### src/rtl/gpmc_sync_master.sv
// Synchronous multiplexed GPMC initiator: single-word host requests become ADDR/WRITE|READ/RECOVER bus cycles.
// Optional build macro GPMC_CLK_FREE_RUN_EN keeps gpmc_clk toggling continuously instead of stopping when idle.
module gpmc_sync_master #(
    parameter int ADDR_WIDTH  = 16,
    parameter int DATA_WIDTH  = 16,
    parameter int CLK_DIV     = 2,
    parameter int ADDR_CYC    = 1,
    parameter int WR_CYC      = 4,
    parameter int RD_CYC      = 6,
    parameter int RECOVER_CYC = 1
) (
    input  logic                  clk,
    input  logic                  rst_n,
    input  logic                  req_valid,
    output logic                  req_ready,
    input  logic                  req_we,
    input  logic [ADDR_WIDTH-1:0] req_addr,
    input  logic [DATA_WIDTH-1:0] req_wdata,
    output logic                  rsp_valid,
    output logic [DATA_WIDTH-1:0] rsp_rdata,
    output logic                  busy,
    output logic                  gpmc_clk,
    output logic                  gpmc_csn1,
    output logic                  gpmc_advn,
    output logic                  gpmc_oen,
    output logic                  gpmc_wein,
    output logic [15:0]           gpmc_ad_o,
    output logic                  gpmc_ad_oe,
    input  logic [15:0]           gpmc_ad_i
);
    localparam int MAX_AW  = (ADDR_CYC > WR_CYC) ? ADDR_CYC : WR_CYC;
    localparam int MAX_RR  = (RD_CYC > RECOVER_CYC) ? RD_CYC : RECOVER_CYC;
    localparam int MAX_CYC = (MAX_AW > MAX_RR) ? MAX_AW : MAX_RR;
    localparam int CW      = (MAX_CYC > 1) ? $clog2(MAX_CYC) : 1;
    localparam int DW      = (CLK_DIV > 1) ? $clog2(CLK_DIV) : 1;

    typedef enum logic [2:0] {
        ST_IDLE,
        ST_ADDR,
        ST_WRITE,
        ST_READ,
        ST_RECOVER
    } state_t;

    state_t                  state_reg, state_next;
    logic [CW-1:0]           cyc_cnt_reg, cyc_cnt_next;
    logic [DW-1:0]           div_cnt_reg, div_cnt_next;
    logic                    gpmc_clk_reg, gpmc_clk_next;
    logic                    busy_reg, busy_next;
    logic                    ready_reg;
    logic                    rsp_valid_reg;
    logic [DATA_WIDTH-1:0]   rsp_rdata_reg;
    logic [DATA_WIDTH-1:0]   rd_cap_reg;
    logic                    we_reg;
    logic [ADDR_WIDTH-1:0]   addr_reg;
    logic [DATA_WIDTH-1:0]   wdata_reg;
    logic                    csn_reg, csn_next;
    logic                    advn_reg, advn_next;
    logic                    oen_reg, oen_next;
    logic                    wein_reg, wein_next;
    logic                    ad_oe_reg, ad_oe_next;
    logic [15:0]             ad_o_reg, ad_o_next;

    logic accept;
    logic clk_run;
    logic div_wrap;
    logic rise_tick;
    logic pre_rise;
    logic to_idle;
    logic capture;

    assign accept = req_valid && ready_reg;

`ifdef GPMC_CLK_FREE_RUN_EN
    assign clk_run = 1'b1;
`else
    assign clk_run = busy_reg;
`endif

    assign div_wrap  = clk_run && (div_cnt_reg == DW'(CLK_DIV - 1));
    assign rise_tick = div_wrap && !gpmc_clk_reg;

    // pre_rise marks the clk immediately before a gpmc_clk rising edge
    generate
        if (CLK_DIV > 1) begin : g_pre_div
            assign pre_rise = clk_run && !gpmc_clk_reg && (div_cnt_reg == DW'(CLK_DIV - 2));
        end else begin : g_pre_one
            assign pre_rise = clk_run && gpmc_clk_reg;
        end
    endgenerate

    assign capture = pre_rise && (state_reg == ST_READ) && (cyc_cnt_reg == CW'(RD_CYC - 1));

    always_comb begin
        div_cnt_next  = div_cnt_reg;
        gpmc_clk_next = gpmc_clk_reg;
        if (clk_run) begin
            div_cnt_next = div_wrap ? '0 : div_cnt_reg + DW'(1);
            if (div_wrap) begin
`ifdef GPMC_CLK_FREE_RUN_EN
                gpmc_clk_next = !gpmc_clk_reg;
`else
                // the rise that would end the last RECOVER cycle is suppressed: clock parks at 0
                gpmc_clk_next = !gpmc_clk_reg && !to_idle;
`endif
            end
        end
    end

    always_comb begin
        state_next   = state_reg;
        cyc_cnt_next = cyc_cnt_reg;
        to_idle      = 1'b0;
        if (rise_tick) begin
            case (state_reg)
                ST_IDLE: begin
                    if (busy_reg) begin
                        state_next   = ST_ADDR;
                        cyc_cnt_next = '0;
                    end
                end
                ST_ADDR: begin
                    if (cyc_cnt_reg == CW'(ADDR_CYC - 1)) begin
                        state_next   = we_reg ? ST_WRITE : ST_READ;
                        cyc_cnt_next = '0;
                    end else begin
                        cyc_cnt_next = cyc_cnt_reg + CW'(1);
                    end
                end
                ST_WRITE: begin
                    if (cyc_cnt_reg == CW'(WR_CYC - 1)) begin
                        state_next   = ST_RECOVER;
                        cyc_cnt_next = '0;
                    end else begin
                        cyc_cnt_next = cyc_cnt_reg + CW'(1);
                    end
                end
                ST_READ: begin
                    if (cyc_cnt_reg == CW'(RD_CYC - 1)) begin
                        state_next   = ST_RECOVER;
                        cyc_cnt_next = '0;
                    end else begin
                        cyc_cnt_next = cyc_cnt_reg + CW'(1);
                    end
                end
                ST_RECOVER: begin
                    if (cyc_cnt_reg == CW'(RECOVER_CYC - 1)) begin
                        state_next   = ST_IDLE;
                        cyc_cnt_next = '0;
                        to_idle      = 1'b1;
                    end else begin
                        cyc_cnt_next = cyc_cnt_reg + CW'(1);
                    end
                end
                default: begin
                    state_next   = ST_IDLE;
                    cyc_cnt_next = '0;
                end
            endcase
        end
    end

    always_comb begin
        busy_next = busy_reg;
        if (accept) begin
            busy_next = 1'b1;
        end else if (to_idle) begin
            busy_next = 1'b0;
        end
    end

    // Bus strobes are decoded from the next state and registered, so they change cleanly on the rise clk
    always_comb begin
        csn_next   = 1'b1;
        advn_next  = 1'b1;
        oen_next   = 1'b1;
        wein_next  = 1'b1;
        ad_oe_next = 1'b0;
        ad_o_next  = '0;
        case (state_next)
            ST_ADDR: begin
                csn_next   = 1'b0;
                advn_next  = 1'b0;
                ad_oe_next = 1'b1;
                ad_o_next  = 16'(addr_reg);
            end
            ST_WRITE: begin
                csn_next   = 1'b0;
                wein_next  = 1'b0;
                ad_oe_next = 1'b1;
                ad_o_next  = 16'(wdata_reg);
            end
            ST_READ: begin
                csn_next = 1'b0;
                oen_next = 1'b0;
            end
            default: begin
            end
        endcase
    end

    always_ff @(posedge clk or negedge rst_n) begin
        if (!rst_n) begin
            state_reg     <= ST_IDLE;
            cyc_cnt_reg   <= '0;
            div_cnt_reg   <= '0;
            gpmc_clk_reg  <= 1'b0;
            busy_reg      <= 1'b0;
            ready_reg     <= 1'b0;
            rsp_valid_reg <= 1'b0;
            rsp_rdata_reg <= '0;
            rd_cap_reg    <= '0;
            we_reg        <= 1'b0;
            addr_reg      <= '0;
            wdata_reg     <= '0;
            csn_reg       <= 1'b1;
            advn_reg      <= 1'b1;
            oen_reg       <= 1'b1;
            wein_reg      <= 1'b1;
            ad_oe_reg     <= 1'b0;
            ad_o_reg      <= '0;
        end else begin
            state_reg     <= state_next;
            cyc_cnt_reg   <= cyc_cnt_next;
            div_cnt_reg   <= div_cnt_next;
            gpmc_clk_reg  <= gpmc_clk_next;
            busy_reg      <= busy_next;
            ready_reg     <= !busy_next;
            rsp_valid_reg <= to_idle;
            csn_reg       <= csn_next;
            advn_reg      <= advn_next;
            oen_reg       <= oen_next;
            wein_reg      <= wein_next;
            ad_oe_reg     <= ad_oe_next;
            ad_o_reg      <= ad_o_next;
            if (accept) begin
                we_reg    <= req_we;
                addr_reg  <= req_addr;
                wdata_reg <= req_wdata;
            end
            if (capture) begin
                rd_cap_reg <= gpmc_ad_i[DATA_WIDTH-1:0];
            end
            if (to_idle && !we_reg) begin
                rsp_rdata_reg <= rd_cap_reg;
            end
        end
    end

    assign req_ready  = ready_reg;
    assign rsp_valid  = rsp_valid_reg;
    assign rsp_rdata  = rsp_rdata_reg;
    assign busy       = busy_reg;
    assign gpmc_clk   = gpmc_clk_reg;
    assign gpmc_csn1  = csn_reg;
    assign gpmc_advn  = advn_reg;
    assign gpmc_oen   = oen_reg;
    assign gpmc_wein  = wein_reg;
    assign gpmc_ad_oe = ad_oe_reg;
    assign gpmc_ad_o  = ad_o_reg;

endmodule

### config.mk
export PLATFORM = sky130hd
export DESIGN_NAME = gpmc_sync_master
export DESIGN_NICKNAME = d
export VERILOG_FILES = /design/src/rtl/gpmc_sync_master.sv
export SDC_FILE = /design/constraint.sdc
export NUM_CORES = 1
export LEC_CHECK = 0
export BUFFER_PORTS_ARGS = -buffer_cell sky130_fd_sc_hd__buf_2
export CAP_MARGIN = 20
export CORE_MARGIN = 3
export CORE_UTILIZATION = 50
export CTS_BUF_LIST = sky130_fd_sc_hd__clkbuf_8
export CTS_CLUSTER_DIAMETER = 80
export DETAILED_ROUTE_END_ITERATION = 8
export HOLD_SLACK_MARGIN = 0.15
export PLACE_DENSITY = 0.77
export SLEW_MARGIN = 15
export SYNTH_ARGS = -nofsm -noshare
export SYNTH_HDL_FRONTEND = slang
export SYNTH_SLANG_ARGS = --single-unit
### constraint.sdc
create_clock -name clk -period 4.2 [get_ports clk]
set_clock_uncertainty 0.2 [all_clocks]
set_input_delay 0.42 -clock clk [delete_from_list [all_inputs] [get_ports clk]]
set_output_delay 0.42 -clock clk [all_outputs]
set_load 0.01 [all_outputs]
==> results.sh <==
export IMPL_clockBufferDepth=2
export IMPL_wire_per_inst_um=15.4
export IMPL_post_route_min_period_ns=2.61
export IMPL_dpl_cell_area_sq_um=4490
export IMPL_finalInstanceArea_sq_um=5190
export IMPL_viasPerCell=5.12
export IMPL_rows=31
export IMPL_antenna_cells=0
export IMPL_synthFlopType="dfrtp_1"
export IMPL_cts_max_level=3
export IMPL_min_path_type="flop to flop"
export IMPL_start_util=0.532
export IMPL_io_buffers=92
export IMPL_clk_pin_slew_worst_paths_ns=0.09
export IMPL_syn_nets=349
export IMPL_post_place_ws_ns=1.58
export IMPL_synth_cell_types=43
export IMPL_worst_pin_slew_ns=0.967
export IMPL_critPathRequiredTime_ns=4.23
export IMPL_hold_viol_final=0
export IMPL_slew_violations=0
export IMPL_max_slew_margin=0.354
export IMPL_max_freq_mhz=383
export IMPL_fill_cells=534
export IMPL_grt_util_all_layers=0.196
export IMPL_crit_arrival_ns=2.64
export IMPL_cp_start_kind="flop"
export IMPL_grt_pass1_wl_um=13600
export IMPL_die_h_um=95.0
export IMPL_die_w_um=95.0
export IMPL_power_leakage_nw=2.63
export IMPL_syn_avg_cell_area_sq_um=13.6
export IMPL_synthArstFlopShare=1.00
export IMPL_cp_end_kind="flop"
export IMPL_ctsRootBufferMaster="clkbuf_8"
export IMPL_first_pass_iters=4
export IMPL_cts_buffers=9
export IMPL_ys_warn_count=0
export IMPL_setup_viol_count_final=0
export IMPL_ys_seq_area_frac=0.614
export IMPL_nets=492
export IMPL_criticalPathCategory="flop to flop"
export IMPL_wirelength_um=8290
export IMPL_rsz0062_at_grt="no"
export IMPL_layout_common_cells="93 x dfrtp_1, 91 x buf_2, 55 x mux2_2"
export IMPL_vdd_drop_max_uv=338
export IMPL_insertion_delay_ns=0.36
export IMPL_clock_sinks=97
export IMPL_grt_ovfl_total=0
export IMPL_holdWs_ns=0.312
export IMPL_first_global_vias=2825
export IMPL_drc=0
export IMPL_r2r_slack_ns=1.59
export IMPL_ctsResizeCount=0
export IMPL_crit_fanout=16
export IMPL_synth_cells=292
export IMPL_gp_congestion=0.821
export IMPL_power_per_cell_area_nw_per_um2=633
export IMPL_ant_nets=0
export IMPL_layout_commonest_cell="dfrtp_1"
export IMPL_dieArea_sq_um=9020
export IMPL_setup_tns_ns=0
export IMPL_synth_edf_count=0
export IMPL_grt_max_degree=60
export IMPL_drt_iter0_markers=219
export IMPL_fp_coreArea_sq_um=7450
export IMPL_area_delta_synth_final_pct=31.0
export IMPL_pin_count=93
export IMPL_outcome="complete, no violations"
export IMPL_finalCritPeriodShare=0.621
export IMPL_cts_tree="yes"
export IMPL_antenna_found_initial=0
export IMPL_worst_slack_ns=1.59
export IMPL_maxCapViolations=0
export IMPL_vias=2757
export IMPL_synth_seq_cells=97
export IMPL_syn_cell_area_sq_um=3960
export IMPL_post_dp_hpwl_um=5140
export IMPL_drive_gt1_frac=0.430
## worst paths after layout
kind,endpoint,from,cells past startpoint
setup / recovery,rd_cap_reg[3],busy,4
hold / removal,rd_cap_reg[5],rd_cap_reg[5],1
setup reg to reg,rd_cap_reg[3],busy,4
hold reg to reg,rd_cap_reg[5],rd_cap_reg[5],1
max in group asynchronous,gpmc_advn,rst_n,3
min in group asynchronous,rsp_rdata[4],rst_n,2
## what timing repair did
action / in CTS / in global routing
hold buffers: 50 / 0
endpoints found under the hold margin: 107 / 0
buffers inserted: 0 / 0
## per-stage QoR
stage | utilization | cells | power (mW)
2_1_floorplan | - | 292 | 2.35
3_3_place_gp | 0.602 | 473 | 2.61
3_5_place_dp | 0.602 | 473 | 2.66
4_1_cts | 0.697 | 539 | 3.31
5_1_grt | 0.697 | 539 | 3.53
6_report | 0.697 | 539 | 3.29
## layout make-up
class                   count  area (sq um)  share of cell area
flip-flops and latches     97          2430               0.469
multi-input cells         169          1400               0.269
clock buffers              10           138              0.0265
inverters                  13          48.8             0.00940
repair buffers            145           986               0.190
well taps                  99           124              0.0239
clock inverters             6          65.1              0.0125
## power breakdown
part           leakage (nW)  internal, mW  switching (mW)
clock                 0.103         0.293           0.314
sequential             1.22          1.30           0.200
combinational          1.31         0.580           0.598
total                  2.63          2.17            1.11
## synthesized netlist by cell type (3+ instances only)
cell type  number  area (sq um)
o22ai_1        17           106
a21oi_1         4          20.0
mux2_2         55           619
o21ai_0         4          20.0
inv_1          12          45.0
ha_1            5          62.6
mux2_4         10           150
nor2_1          4          15.0
nand2_1        42           158
dfrtp_1        93          2330
dfstp_2         4           105
buf_2           6          30.0
nand3_1         3          15.0
clkbuf_1        4          15.0
## per-layer routing
layer  vias up  track usage  share of wire
li1       1293            -              -
met1      1361        0.245           0.42
met2        90        0.324           0.49
met3        13       0.0582          0.063
met4         0       0.0685          0.019
met5         -            0              0
## worst max-delay path, stage by stage, from the launching register on
cell     delay [ns]
dfrtp_1        0.51
inv_1          0.07
or4b_4         0.53
nor3_4         0.75
mux2_2         0.42
## kinds of logic after synthesis
kind of cell | Yosys count | share of synthesized area
AO/OA/AOI/OAI | 36 | 0.0645
adder cells (fa/ha/maj) | 5 | 0.0158
flip-flops | 97 | 0.614
AND/OR/NAND/NOR | 62 | 0.0755
multiplexers | 65 | 0.194
XOR/XNOR | 1 | 0.00221
buffers and inverters | 26 | 0.0335
No activity file was read; power rests on OpenSTA's default activity.
